==> src/rtl/control_sequencer.sv <==
`default_nettype none
// ============================================================================
// control_sequencer : 8-phase fetch/execute sequencer with memory wait states,
//                     HLT/run handling and sticky bus-error timeout.
// Revision 1.0
// ============================================================================
module control_sequencer #(
    parameter int WORD_SIZE = 8,
    parameter int OPC_WIDTH = 3,
    parameter int TIMEOUT   = 15
) (
    input  logic                 clk,
    input  logic                 rst,
    input  logic [OPC_WIDTH-1:0] opcode,
    input  logic                 zero,
    input  logic                 mem_ready,
    input  logic                 run,
    output logic                 sel,
    output logic                 rd,
    output logic                 wr,
    output logic                 ld_ir,
    output logic                 ld_ac,
    output logic                 ld_pc,
    output logic                 inc_pc,
    output logic                 data_e,
    output logic                 halted,
    output logic                 bus_err,
    output logic [2:0]           phase
);

    localparam int WCW = $clog2(TIMEOUT + 1);
    localparam logic [WCW-1:0] C_WAIT_LAST = WCW'(TIMEOUT - 1);

    localparam logic [OPC_WIDTH-1:0] C_OP_HLT = OPC_WIDTH'(0);
    localparam logic [OPC_WIDTH-1:0] C_OP_SKZ = OPC_WIDTH'(1);
    localparam logic [OPC_WIDTH-1:0] C_OP_ADD = OPC_WIDTH'(2);
    localparam logic [OPC_WIDTH-1:0] C_OP_AND = OPC_WIDTH'(3);
    localparam logic [OPC_WIDTH-1:0] C_OP_XOR = OPC_WIDTH'(4);
    localparam logic [OPC_WIDTH-1:0] C_OP_LDA = OPC_WIDTH'(5);
    localparam logic [OPC_WIDTH-1:0] C_OP_STO = OPC_WIDTH'(6);
    localparam logic [OPC_WIDTH-1:0] C_OP_JMP = OPC_WIDTH'(7);

    // The opcode field must fit inside the instruction word.
    if (OPC_WIDTH > WORD_SIZE) begin : g_width_guard
        $error("OPC_WIDTH exceeds WORD_SIZE");
    end

    typedef enum logic [2:0] {
        P0_INST_ADDR  = 3'd0,
        P1_INST_FETCH = 3'd1,
        P2_INST_LOAD  = 3'd2,
        P3_IDLE       = 3'd3,
        P4_OP_ADDR    = 3'd4,
        P5_OP_FETCH   = 3'd5,
        P6_ALU_OP     = 3'd6,
        P7_STORE      = 3'd7
    } phase_e;

    phase_e         phase_q, phase_d;
    logic           halted_q, halted_d;
    logic           bus_err_q, bus_err_d;
    logic [WCW-1:0] wait_cnt_q, wait_cnt_d;

    logic w_alu_op;
    logic w_is_skz;
    logic w_is_sto;
    logic w_is_jmp;
    logic w_wait_phase;

    assign w_alu_op = (opcode == C_OP_ADD) || (opcode == C_OP_AND) ||
                      (opcode == C_OP_XOR) || (opcode == C_OP_LDA);
    assign w_is_skz = (opcode == C_OP_SKZ);
    assign w_is_sto = (opcode == C_OP_STO);
    assign w_is_jmp = (opcode == C_OP_JMP);
    assign w_wait_phase = (phase_q == P1_INST_FETCH) ||
                          ((phase_q == P5_OP_FETCH) && w_alu_op);

    always_ff @(posedge clk or negedge rst) begin
        if (!rst) begin
            phase_q    <= P0_INST_ADDR;
            halted_q   <= 1'b0;
            bus_err_q  <= 1'b0;
            wait_cnt_q <= '0;
        end else begin
            phase_q    <= phase_d;
            halted_q   <= halted_d;
            bus_err_q  <= bus_err_d;
            wait_cnt_q <= wait_cnt_d;
        end
    end

    always_comb begin
        phase_d    = phase_q;
        halted_d   = halted_q;
        bus_err_d  = bus_err_q;
        wait_cnt_d = '0;
        if (halted_q) begin
            // A bus error can only be cleared by reset, so it blocks restart.
            if (run && !bus_err_q) begin
                halted_d = 1'b0;
            end
        end else if (w_wait_phase && !mem_ready) begin
            if (wait_cnt_q == C_WAIT_LAST) begin
                bus_err_d = 1'b1;
                halted_d  = 1'b1;
                phase_d   = P0_INST_ADDR;
            end else begin
                wait_cnt_d = wait_cnt_q + 1'b1;
            end
        end else if ((phase_q == P4_OP_ADDR) && (opcode == C_OP_HLT)) begin
            halted_d = 1'b1;
            phase_d  = P0_INST_ADDR;
        end else begin
            phase_d = phase_e'(3'(phase_q + 3'd1));
        end
    end

    always_comb begin
        sel    = 1'b0;
        rd     = 1'b0;
        wr     = 1'b0;
        ld_ir  = 1'b0;
        ld_ac  = 1'b0;
        ld_pc  = 1'b0;
        inc_pc = 1'b0;
        data_e = 1'b0;
        if (halted_q) begin
            sel = 1'b1;
        end else begin
            case (phase_q)
                P0_INST_ADDR: begin
                    sel = 1'b1;
                end
                P1_INST_FETCH: begin
                    sel = 1'b1;
                    rd  = 1'b1;
                end
                P2_INST_LOAD, P3_IDLE: begin
                    sel   = 1'b1;
                    rd    = 1'b1;
                    ld_ir = 1'b1;
                end
                P4_OP_ADDR: begin
                    inc_pc = 1'b1;
                end
                P5_OP_FETCH: begin
                    rd = w_alu_op;
                end
                P6_ALU_OP: begin
                    rd     = w_alu_op;
                    inc_pc = w_is_skz && zero;
                    ld_pc  = w_is_jmp;
                    data_e = w_is_sto;
                end
                P7_STORE: begin
                    rd     = w_alu_op;
                    ld_ac  = w_alu_op;
                    ld_pc  = w_is_jmp;
                    wr     = w_is_sto;
                    data_e = w_is_sto;
                end
                default: begin
                    sel = 1'b1;
                end
            endcase
        end
    end

    assign halted  = halted_q;
    assign bus_err = bus_err_q;
    assign phase   = phase_q;

endmodule
`default_nettype wire
==> config.mk <==
export PLATFORM = sky130hd
export DESIGN_NAME = control_sequencer
export DESIGN_NICKNAME = d
export VERILOG_FILES = /design/src/rtl/control_sequencer.sv
export SDC_FILE = /design/constraint.sdc
export NUM_CORES = 1
export LEC_CHECK = 0
export ABC_AREA = 1
export BUFFER_PORTS_ARGS = -buffer_cell sky130_fd_sc_hd__buf_2
export CAP_MARGIN = 20
export CORE_MARGIN = 3
export CORE_UTILIZATION = 40
export CTS_BUF_LIST = sky130_fd_sc_hd__clkbuf_4 sky130_fd_sc_hd__clkbuf_8
export DETAILED_ROUTE_END_ITERATION = 10
export MAX_ROUTING_LAYER = met4
export SYNTH_ARGS = -nofsm -noshare
export SYNTH_HDL_FRONTEND = slang
export SYNTH_SLANG_ARGS = --single-unit
==> constraint.sdc <==
create_clock -name clk -period 2.03 [get_ports clk]
set_clock_uncertainty 0.1 [all_clocks]
set_input_delay 0.3045 -clock clk [delete_from_list [all_inputs] [get_ports clk]]
set_output_delay 0.3045 -clock clk [all_outputs]
set_load 0.05 [all_outputs]
==> impl_metrics.py <==
metrics = {
    "setup_path": {
        "crit_type": "flip-flop to output pin",
        "crit_slowest_cell": "dfrtp_2",
        "crit_start": "phase[0]",
        "end_kind": "output pin",
        "worst-path-max-fanout": 5,
        "r2r_start": "phase[1]",
        "required_ns": 1.63,
        "cpPeakStageDelay_ns": 0.46,
        "cp.arrival_ns": 1.69,
        "crit_chain": "ha_4 -> ha_4 -> a21o_1 -> a21oi_2 -> buf_4 -> a21oi_2 -> buf_6",
        "startpoint_type": "flip-flop",
    },
    "power_and_ir_drop": {
        "switching_power_mw": 0.685,
        "p_int_mw": 0.654,
        "seq_power_share_pct": 22.7,
        "switching_share_pct": 51.2,
        "p_per_area_nw_per_um2": 1270,
        "p_clk_share_pct": 11.1,
        "leakage_nw": 0.521,
        "irDropWorstVdd_v": 0.000777,
        "pwr-share-comb_pct": 66.2,
    },
    "yosys": {
        "ys_seq_area_share_pct": 31.1,
        "synth.distinct_cells": 25,
        "synthesis.yosys.warnings": 0,
        "synth_area_um2": 724,
        "yosys_register_bits": 9,
        "synth_fp_nets": 105,
        "syn_avg_cell_area_um2": 8.14,
        "yosysTopAreaCell": "dfrtp_1",
        "synth_area_leaders": "dfrtp_1 31%, ha_1 14%, nand2_1 7.8%, inv_1 5.7%, nand3_1 5.5%",
        "postSynth.asyncResetShare_pct": 100,
        "synthCells": 89,
        "synth_edf_count": 0,
        "ys_top_cells_by_count": "15 x nand2_1, 11 x inv_1, 9 x dfrtp_1",
        "synth_ff_type": "dfrtp_1",
        "yosysMostFrequentCell": "nand2_1",
        "synth_top_area_share_pct": 31.1,
    },
    "final_layout": {
        "final_nets": 136,
        "multi_input_area_um2": 512,
        "drive_gt1_share_pct": 52.9,
        "area_growth_pct": 45.4,
        "instances_no_fill": 143,
        "nFillCells": 159,
        "diodes": 0,
        "seqCellArea_um2": 229,
    },
    "run": {
        "max_cap_violations": 0,
    },
    "die": {
        "start_util_pct": 45.0,
        "std_cell_rows": 14,
        "fp.dieArea_um2": 2360,
        "die_w_um": 48.6,
        "core_region_area_um2": 1610,
        "die_h_um": 48.6,
        "ios": 21,
    },
    "sta": {
        "final_max_slew_viol_count": 0,
        "worstMarginPinSlew_ns": 0.267,
        "worst_slack_ns": -0.0652,
        "timing.fmax_mhz": 477,
        "setup_viol": 2,
        "finalCritPeriodShare_pct": 103,
        "slew-limit-headroom_pct": 82.1,
        "min_period_ns": 2.10,
        "hold_viol_final": 0,
        "grt_setup_unrepaired": "yes",
    },
    "grt": {
        "antenna_found_initial": 0,
        "grt_pass1_wl_um": 2630,
        "grt_max_degree": 11,
        "grtUsageTotal_pct": 14.6,
        "grt-ovfl-total": 0,
        "grt_pass1_vias": 614,
    },
    "clock_tree": {
        "clkSinkCount": 9,
        "cts_tree": "yes",
        "cts_root_buf": "clkbuf_4",
        "clkTransAtPathRegs_ns": 0.06,
        "htree_levels": 1,
        "cts_buffer_depth": 2,
        "numCtsBuffers": 3,
        "insertion_delay_ns": 0.26,
    },
    "status": {
        "violations": "negative setup slack",
        "status": "finished, violations left",
    },
    "placed_design": {
        "portBuffers": 20,
        "hpwl_um": 1250,
        "dp_slack_ns": 0.185,
        "place_inst": 134,
        "globalplace.congestion": 0.733,
    },
    "min_path": {
        "worstHoldStart": "run",
        "hold_class": "input pin to flip-flop",
    },
    "drt": {
        "drt_iter0_markers": 5,
        "routedWlPerCell_um": 11.2,
        "finalWirelength_um": 1610,
        "drtPass1Iterations": 4,
        "via_per_inst": 4.66,
        "ant_nets": 0,
        "routed-via-count": 666,
        "drc": 0,
    },
}
## worst max-delay path: cells and delay by family (launching register included)
| family | cells | cell delay, ns |
|---|---|---|
| AO/OA/AOI/OAI | 3 | 0.37 |
| adder cells (fa/ha/maj) | 2 | 0.33 |
| buffers and inverters | 2 | 0.29 |
| flip-flops | 1 | 0.46 |
## cells in the final DEF, fill, tap and decap left out
| cell | count |
|---|---|
| bufinv_8 | 1 |
| nor2_4 | 1 |
| a21oi_2 | 3 |
| o211ai_1 | 1 |
| nor3_2 | 1 |
| dfrtp_1 | 6 |
| a21oi_1 | 1 |
| dlygate4sd3_1 | 1 |
| nand4_2 | 1 |
| clkbuf_4 | 5 |
| nor2_2 | 3 |
| inv_2 | 5 |
| nor2_1 | 5 |
| nor3_4 | 2 |
| nand4_1 | 4 |
| o21ai_2 | 1 |
| nand3_1 | 8 |
| nand3_4 | 1 |
| buf_4 | 9 |
| buf_6 | 3 |
| xor2_1 | 1 |
| ha_1 | 4 |
| xnor2_1 | 1 |
| inv_1 | 7 |
| buf_2 | 13 |
| ha_4 | 3 |
| ha_2 | 1 |
| a21o_1 | 1 |
| dfrtp_2 | 3 |
| o21ai_1 | 1 |
| inv_4 | 1 |
| nand2_4 | 2 |
| nand2_2 | 4 |
| nand2_1 | 14 |
| a21boi_1 | 1 |
## flip-flops by register name, summed over array words and instances, names as in the netlist
signal	cells
wait_cnt_q	4
phase	3
bus_err	1
halted	1
## metrics by stage
stage / total power [mW] / utilization [%] / hold WS, ns / cell area [um^2] / TNS, ns
6_report: 1.34 / 65.4 / 0.190 / 1050 / -0.104
5_1_grt: 1.45 / 65.4 / 0.223 / 1050 / -0.308
4_1_cts: 1.29 / 63.4 / 0.186 / 1020 / -0.0699
3_5_place_dp: 1.06 / 57.8 / 0.0686 / 931 / 0
3_3_place_gp: 1.05 / 57.8 / 0.0684 / 931 / 0
2_1_floorplan: 0.896 / - / -0.0911 / 797 / -0.0550
## power by group through the flow
stage | registers [mW] | logic [mW] | clock network (mW)
floorplan | 0.416 | 0.480 | 0
global placement | 0.300 | 0.747 | 0
detailed placement | 0.302 | 0.756 | 0
CTS | 0.297 | 0.834 | 0.154
global route | 0.311 | 0.971 | 0.164
finish | 0.303 | 0.887 | 0.149
## cell type report
| type | instances | share of cell area (%) |
|---|---|---|
| well taps | 24 | 2.85 |
| multi-input cells | 65 | 48.6 |
| clock buffers | 4 | 2.85 |
| repair buffers | 27 | 17.5 |
| inverters | 14 | 6.53 |
| flip-flops and latches | 9 | 21.7 |
## path summary, 6_finish.rpt
kind	to	slack, ns	cells after the start
setup / recovery	rd	-0.07	7
hold / removal	halted	0.19	4
setup reg to reg	phase[1]	0.46	8
hold reg to reg	bus_err	0.38	2
max in group asynchronous	phase[1]	1.31	2
min in group asynchronous	halted	0.32	2
## kinds of logic after synthesis
| logic type | after synthesis | share of synthesized area [%] |
|---|---|---|
| simple gates | 46 | 34.7 |
| buf+inv | 15 | 10.2 |
| compound gates | 9 | 7.77 |
| flops | 9 | 31.1 |
| fa+ha+maj | 8 | 13.8 |
| xor+xnor | 2 | 2.42 |
## metal layers
metal,GRT usage (%),share of wire (%),vias up
li1,-,-,351
met1,19.6,50,298
met2,21.3,44,15
met3,5.21,5.5,2
met4,2.84,0.25,0
met5,-,0,-
## what timing repair did
action	CTS	global route
gates resized for setup	11	9
hold endpoints to repair	9	0
setup buffers	2	2
hold buffers	1	0
pin swaps	2	2
setup endpoints to repair	5	6
No activity file was read; power rests on OpenSTA's default activity.
